<file path="config.mk">
export PLATFORM = sky130hd
export DESIGN_NAME = univ_shift_reg
export DESIGN_NICKNAME = d
export VERILOG_FILES = /design/src/rtl/shift_pkg.sv /design/src/rtl/wrap_counter.sv /design/src/rtl/univ_shift_reg.sv
export SDC_FILE = /design/constraint.sdc
export NUM_CORES = 1
export LEC_CHECK = 0
export BUFFER_PORTS_ARGS = -buffer_cell sky130_fd_sc_hd__buf_4
export CAP_MARGIN = 20
export CORE_MARGIN = 1
export CORE_UTILIZATION = 49
export DETAILED_ROUTE_END_ITERATION = 10
export GPL_TIMING_DRIVEN = 0
export HOLD_SLACK_MARGIN = 0.06
export PLACE_DENSITY = 0.9
export SYNTH_ARGS = -nofsm -noshare
export SYNTH_HDL_FRONTEND = slang
export SYNTH_SLANG_ARGS = --single-unit
</file>
<file path="constraint.sdc">
create_clock -name clk -period 4.07 [get_ports clk]
set_clock_uncertainty 0.1 [all_clocks]
set_input_delay 1.0175 -clock clk [delete_from_list [all_inputs] [get_ports clk]]
set_output_delay 1.0175 -clock clk [all_outputs]
set_load 0.01 [all_outputs]
</file>
<file path="src/rtl/shift_pkg.sv">
// Mode encoding shared by the universal shift register and its users.
package shift_pkg;

  typedef enum logic [1:0] {
    MODE_HOLD = 2'b00,
    MODE_SHR  = 2'b01,
    MODE_SHL  = 2'b10,
    MODE_LOAD = 2'b11
  } mode_e;

  function automatic logic is_shift(input logic [1:0] m);
    return (mode_e'(m) == MODE_SHR) || (mode_e'(m) == MODE_SHL);
  endfunction

endpackage

</file>
<file path="src/rtl/wrap_counter.sv">
// Modulo-(MAX+1) counter with synchronous clear and a registered one-cycle wrap pulse.
module wrap_counter #(
  parameter  int MAX = 7,
  localparam int W   = (MAX < 1) ? 1 : $clog2(MAX + 1)
) (
  input  logic         clk,
  input  logic         rst_n,
  input  logic         inc,
  input  logic         clr,
  output logic [W-1:0] cnt,
  output logic         wrap
);

  logic [W-1:0] r_cnt;
  logic         r_wrap;

  always_ff @(posedge clk or negedge rst_n) begin
    if (!rst_n) begin
      r_cnt  <= '0;
      r_wrap <= 1'b0;
    end else if (clr) begin
      r_cnt  <= '0;
      r_wrap <= 1'b0;
    end else if (inc) begin
      if (r_cnt == W'(MAX)) begin
        r_cnt  <= '0;
        r_wrap <= 1'b1;
      end else begin
        r_cnt  <= r_cnt + 1'b1;
        r_wrap <= 1'b0;
      end
    end else begin
      r_wrap <= 1'b0;
    end
  end

  assign cnt  = r_cnt;
  assign wrap = r_wrap;

endmodule

</file>
<file path="src/rtl/univ_shift_reg.sv">
// Universal shift register: clear, enable, parallel load, bidirectional serial shift,
// plus a shift counter that pulses done once per full word shifted.
module univ_shift_reg
  import shift_pkg::*;
#(
  parameter  int WIDTH = 8,
  localparam int CNT_W = $clog2(WIDTH)
) (
  input  logic             clk,
  input  logic             rst_n,
  input  logic             en,
  input  logic             clr,
  input  logic [1:0]       mode,
  input  logic             sin_r,
  input  logic             sin_l,
  input  logic [WIDTH-1:0] d,
  output logic [WIDTH-1:0] q,
  output logic             sout_r,
  output logic             sout_l,
  output logic [CNT_W-1:0] shift_cnt,
  output logic             done
);

  logic [WIDTH-1:0] r_q;
  logic             w_cnt_inc;
  logic             w_cnt_clr;
  logic             w_wrap;

  always_ff @(posedge clk or negedge rst_n) begin
    if (!rst_n) begin
      r_q <= '0;
    end else if (clr) begin
      r_q <= '0;
    end else if (en) begin
      case (mode_e'(mode))
        MODE_SHR:  r_q <= {sin_r, r_q[WIDTH-1:1]};
        MODE_SHL:  r_q <= {r_q[WIDTH-2:0], sin_l};
        MODE_LOAD: r_q <= d;
        default:   r_q <= r_q;
      endcase
    end
  end

  // A load restarts the word count; clear wins over everything else.
  assign w_cnt_clr = clr | (en & (mode_e'(mode) == MODE_LOAD));
  assign w_cnt_inc = ~clr & en & is_shift(mode);

  wrap_counter #(
    .MAX (WIDTH - 1)
  ) u_wrap_counter (
    .clk   (clk),
    .rst_n (rst_n),
    .inc   (w_cnt_inc),
    .clr   (w_cnt_clr),
    .cnt   (shift_cnt),
    .wrap  (w_wrap)
  );

  assign q      = r_q;
  assign sout_r = r_q[0];
  assign sout_l = r_q[WIDTH-1];
  assign done   = w_wrap;

endmodule
</file>
After elaboration in Yosys (flattened, before gate mapping):

Cells that the tools add are included.

* output and inout bits: 14
* word-level logic and storage cells: 27
* flip-flop bits (word level): 12
* input port bits: 16

* bitwise logic cells: 5
* reduce and logical (&&, ||, !) cells: 5
* mux-type cells: 9
* $add $sub $neg: 1
* eq/ne operators: 4

Operators with widths (number)
* $pmux W8 S3: 1
* $mux W8: 2
* $mux W3: 3
* $eq A2 B2 Y1 const B: 2
* $reduce_bool A2 Y1: 2
* $reduce_bool A4 Y1: 1
* $add A3 B1 Y3 const B: 1
* $and A1 B1 Y1: 3
* $eq A3 B3 Y1 const B: 1
* $mux W1: 3
* $eq A2 B1 Y1 const B: 1
* $reduce_and A2 Y1: 1
* $logic_or A1 B1 Y1: 1
* $not A1 Y1: 1
* $or A1 B1 Y1: 1

Longest topological paths before layout:

* word-level depth: 5
* depth in mapped cells: 7
* depth with buffers taken out: 5

Hierarchy:

From an unflattened synthesis, not the netlist that was laid out.

* cells, all modules: 71
* area, all modules: 760.7 sq um

Modules (own cells, without submodules)
* univ_shift_reg: times used 1, sequential area each 200.2 sq um, cells each 56, area an instance 576.8 sq um
* wrap_counter: times used 1, sequential area each 100.1 sq um, cells each 15, area an instance 183.9 sq um

Worst setup path after synthesis:

No wires, ideal clock.

* kind: input to register
* start point: input mode[0]
* end point: register r_q[5], in the netlist q[5]
* required time: 3874 ps
* slack: 1843 ps
* data arrival time: 2032 ps
* setup time: 96 ps
* stages on the path: 7
* path buffers: 2
* cell sequence: inv_1 > ha_1 > nand2b_1 > buf_6 > and2_4 > buf_6 > a311oi_2

* cells in the longest elaborated chain, start to end: 4
* elaborated cells between the ends (all ways): 8
* classes of those cells: eq/ne: 3; mux: 3; reduce/logical: 2

RTL lines
* from (decl): RTL line univ_shift_reg.sv:13 `input logic [1:0] mode,`
* $eq A2 B2 Y1 or $eq A2 B1 Y1 (tied branches): RTL line univ_shift_reg.sv:35 `case (mode_e'(mode))`
* $pmux W8 S3: RTL line univ_shift_reg.sv:35
* $mux W8: RTL line univ_shift_reg.sv:34 `end else if (en) begin`
* $mux W8: RTL line univ_shift_reg.sv:32 `end else if (clr) begin`
* to (signal assigned): RTL line univ_shift_reg.sv:36 `MODE_SHR: r_q <= {sin_r, r_q[WIDTH-1:1]};`
* to (signal assigned): RTL line univ_shift_reg.sv:37 `MODE_SHL: r_q <= {r_q[WIDTH-2:0], sin_l};`
* to (signal assigned): RTL line univ_shift_reg.sv:39 `default: r_q <= r_q;`
* to (decl): RTL line univ_shift_reg.sv:24 `logic [WIDTH-1:0] r_q;`

Several ways; a longest one is shown, not always the timed one. The select of a mux whose other input is x is not followed.
A chain may end at the register's enable or synchronous reset.

Worst setup path after layout:

* start point: input mode[0]
* end point: register r_q[4], in the netlist q[4]

Same word-level chain as after synthesis.

==> key figures <==
Placed design
  • I/O Buffers: 28
  • Detailed Place HPWL: 1378 um
  • GP Congestion: 0.7945
  • Dpl cells: roughly 110

Global route
  • Largest net degree at the start of global routing: 13
  • Grt ovf: 0
  • First-pass GRT wire length: 2780 um
  • Initial antenna violation count: 0
  • Number of global-route vias before repair: 620
  • Tot GR Track Use: 26.49%

CTS
  • Longest Clk Path Bufs: 2
  • CTS sink cnt: 12
  • CTS buffer count: 3
  • Clock-pin slew on the worst setup and hold paths: around 0.08 ns
  • Setup bufs post-CTS: 0
  • Post_cts resized: 0
  • CTS tree: built
  • # H-tree levels: 1
  • Clock Latency Late Sink: 0.28 ns
  • CTS Hold Bufs: 0
  • CTS root buffer: clkbuf_4

STA
  • Tcrit/Tclk final: 53.18%
  • Setup TNS: 0 ns
  • Slew Viols, Final: 0
  • Achievable clock frequency: between 400 and 500 MHz
  • Worst slew pin tran: 0.5077 ns
  • RSZ-0062 raised after global routing: false
  • Min Tclk post-route: between 2 and 2.5 ns
  • Slew HR: 66.16%
  • Final setup vio count: 0
  • Worst hold margin: 0.4543 ns
  • Hold violation count in the final report: 0

Drt
  • Total number of vias: between 700 and 800
  • Total Wirelength: approximately 1800 um
  • Pre-antenna DRT Iters: 4
  • Residual DRC: 0
  • ANT nets after route: 0
  • DRT iter0 DRCs: 38
  • DR WL/cell: 15.67 um
  • Via density: 6.034

Synthesis
  • Syn Inst Count: 71
  • Sequential fraction of the synthesis area: 41.31%
  • Yosys cell types: 21
  • Syn Nets: 91
  • Yosys warning total: 0
  • Synth Area per Inst: 10.24 um2
  • Synthesized area: approximately 730 um2
  • Number of synthesized register bits: 12

Die
  • Cell Rows: 13
  • Core area: around 1300 um2
  • Initial Utilization: a little over half
  • Die H: 40.52 um
  • Die ar.: ~1600 um2
  • Die X: 40.52 um
  • Ports: 30

Worst setup path
  • Worst EP arrival: around 2.2 ns
  • CP max-delay cell: nor2_2
  • Critical-path cell list: buf_4 > inv_1 > ha_1 > buf_1 > nor2_2 > nand2_1 > a311oi_1
  • Largest stage delay, worst path: 0.33 ns
  • Startpoint types: input port
  • Worst R2R Setup Slack: about 2.5 ns
  • Critical path capture point type: register
  • CP Buf/Inv Count: 3
  • Crit Path Max Fanout: 9
  • CP delay by family, top: simple AND/OR/NAND/NOR gates
  • Crit path kind: input port to register
  • Critical Path RT: between 4 and 5 ns

Run status
  • Status: finished clean

Cells and area
  • Ant diodes: 0
  • Area Growth Syn to Fin: 36.49%
  • Final Non-Filler Cells: 118
  • Fillers: 99
  • Final #Nets: about 120
  • Most common cell after layout, fill and taps aside: buf_4
  • Commonest cells after routing, fill and taps aside: buf_4 (30), dfrtp_1 (12), nand2_1 (8), a22oi_1 (8), a21oi_1 (8)
  • Share of layout cells above drive strength 1: between 40 and 50%

Min path
  • Class of the worst hold path: input port to asynchronous set/reset pin

Flow run
  • Max-Cap Viols: 0

Power
  • Max IR drop VDD: ~0.23 mV
  • LEAKAGE: roughly 0.49 nW
  • Power density over the cells: 323.9 nW/um2
[registers in the layout (all words and copies together) (netlist names)]
register / count
u_wrap_counter.cnt: 3
u_wrap_counter.wrap: 1
q: 8
[worst reg2reg max path: stages (launching register included)]
cell	delay [ns]
dfrtp_1	0.44
ha_1	0.24
ha_1	0.28
a22o_2	0.21
a22o_1	0.17
[final timing paths]
| path | cells after the start | from | to |
|---|---|---|---|
| min reg2reg | 1 | u_wrap_counter.cnt[1] | u_wrap_counter.cnt[1] |
| max reg2reg | 4 | u_wrap_counter.cnt[0] | u_wrap_counter.cnt[2] |
| max in group asynchronous | 1 | rst_n | q[6] |
| min in group clk | 1 | u_wrap_counter.cnt[1] | u_wrap_counter.cnt[1] |
| min | 1 | rst_n | q[0] |
| max | 7 | mode[0] | q[4] |
[routing by layer]
metal | wire length [um] | global-route usage, % | up-vias | share of wire, %
li1 | - | - | 338 | -
met3 | 152 | 7.222 | 4 | 8.2
met5 | 0 | 0 | - | 0
met4 | 21 | 12.50 | 0 | 1.1
met2 | 922 | 42.46 | 37 | 50
met1 | 753 | 32.43 | 333 | 41
[through the flow]
stage	power (mW)	util [%]	area, um2	worst slack, ns
6_report	0.3214	74.39	992.2	1.905
5_1_grt	0.3367	74.39	992.2	1.809
4_1_cts	0.3212	74.39	992.2	1.928
3_5_place_dp	0.2230	71.67	955.9	1.638
3_3_place_gp	0.2197	71.67	955.9	1.649
2_1_floorplan	0.1849	-	726.9	1.843
[final cells by class]
cell class,count,area (um2),area share (%)
sequential,12,300.3,30.26
multi-input combinational,50,367.9,37.07
clock buffer,4,36.28,3.657
tap,15,18.77,1.892
buffer,8,55.05,5.549
timing repair buffer,28,210.2,21.19
inverter,1,3.754,0.3783
[where the power goes]
| group | total [mW] | switching (mW) | internal, mW |
|---|---|---|---|
| Clock | 0.100 | 0.0455 | 0.0545 |
| Combinational | 0.0846 | 0.0403 | 0.0443 |
| Sequential | 0.137 | 0.00955 | 0.127 |
[logic make-up (layout without fill, tap and decap cells)]
group,after synthesis,in the layout,synth area share (%)
AOI/OAI and AO/OA,30,30,32.88
buffers and inverters,9,41,8.087
DFF,12,12,41.31
and+or+nand+nor,16,16,10.85
adders and majority gates,4,4,6.885
[synthesized netlist by cell type]
cell type / instances / area (um2)
dfrtp_1: 12 / 300.3
a21oi_1: 8 / 40.04
a22oi_1: 8 / 60.06
nand2_1: 8 / 30.03
a311oi_1: 6 / 52.55
ha_1: 4 / 50.05
a22o_1: 3 / 26.28
a22o_2: 3 / 30.03
nor2_1: 3 / 11.26
a311oi_2: 2 / 30.03
buf_2: 2 / 10.01
buf_4: 2 / 15.01
buf_6: 2 / 22.52
and2_4: 1 / 8.760
and2b_4: 1 / 10.01
and3_1: 1 / 6.260
buf_1: 1 / 3.750
clkbuf_1: 1 / 3.750
inv_1: 1 / 3.750
nand2b_1: 1 / 6.260
nor2_2: 1 / 6.260
Note: power is estimated with default switching activity, not from simulation.
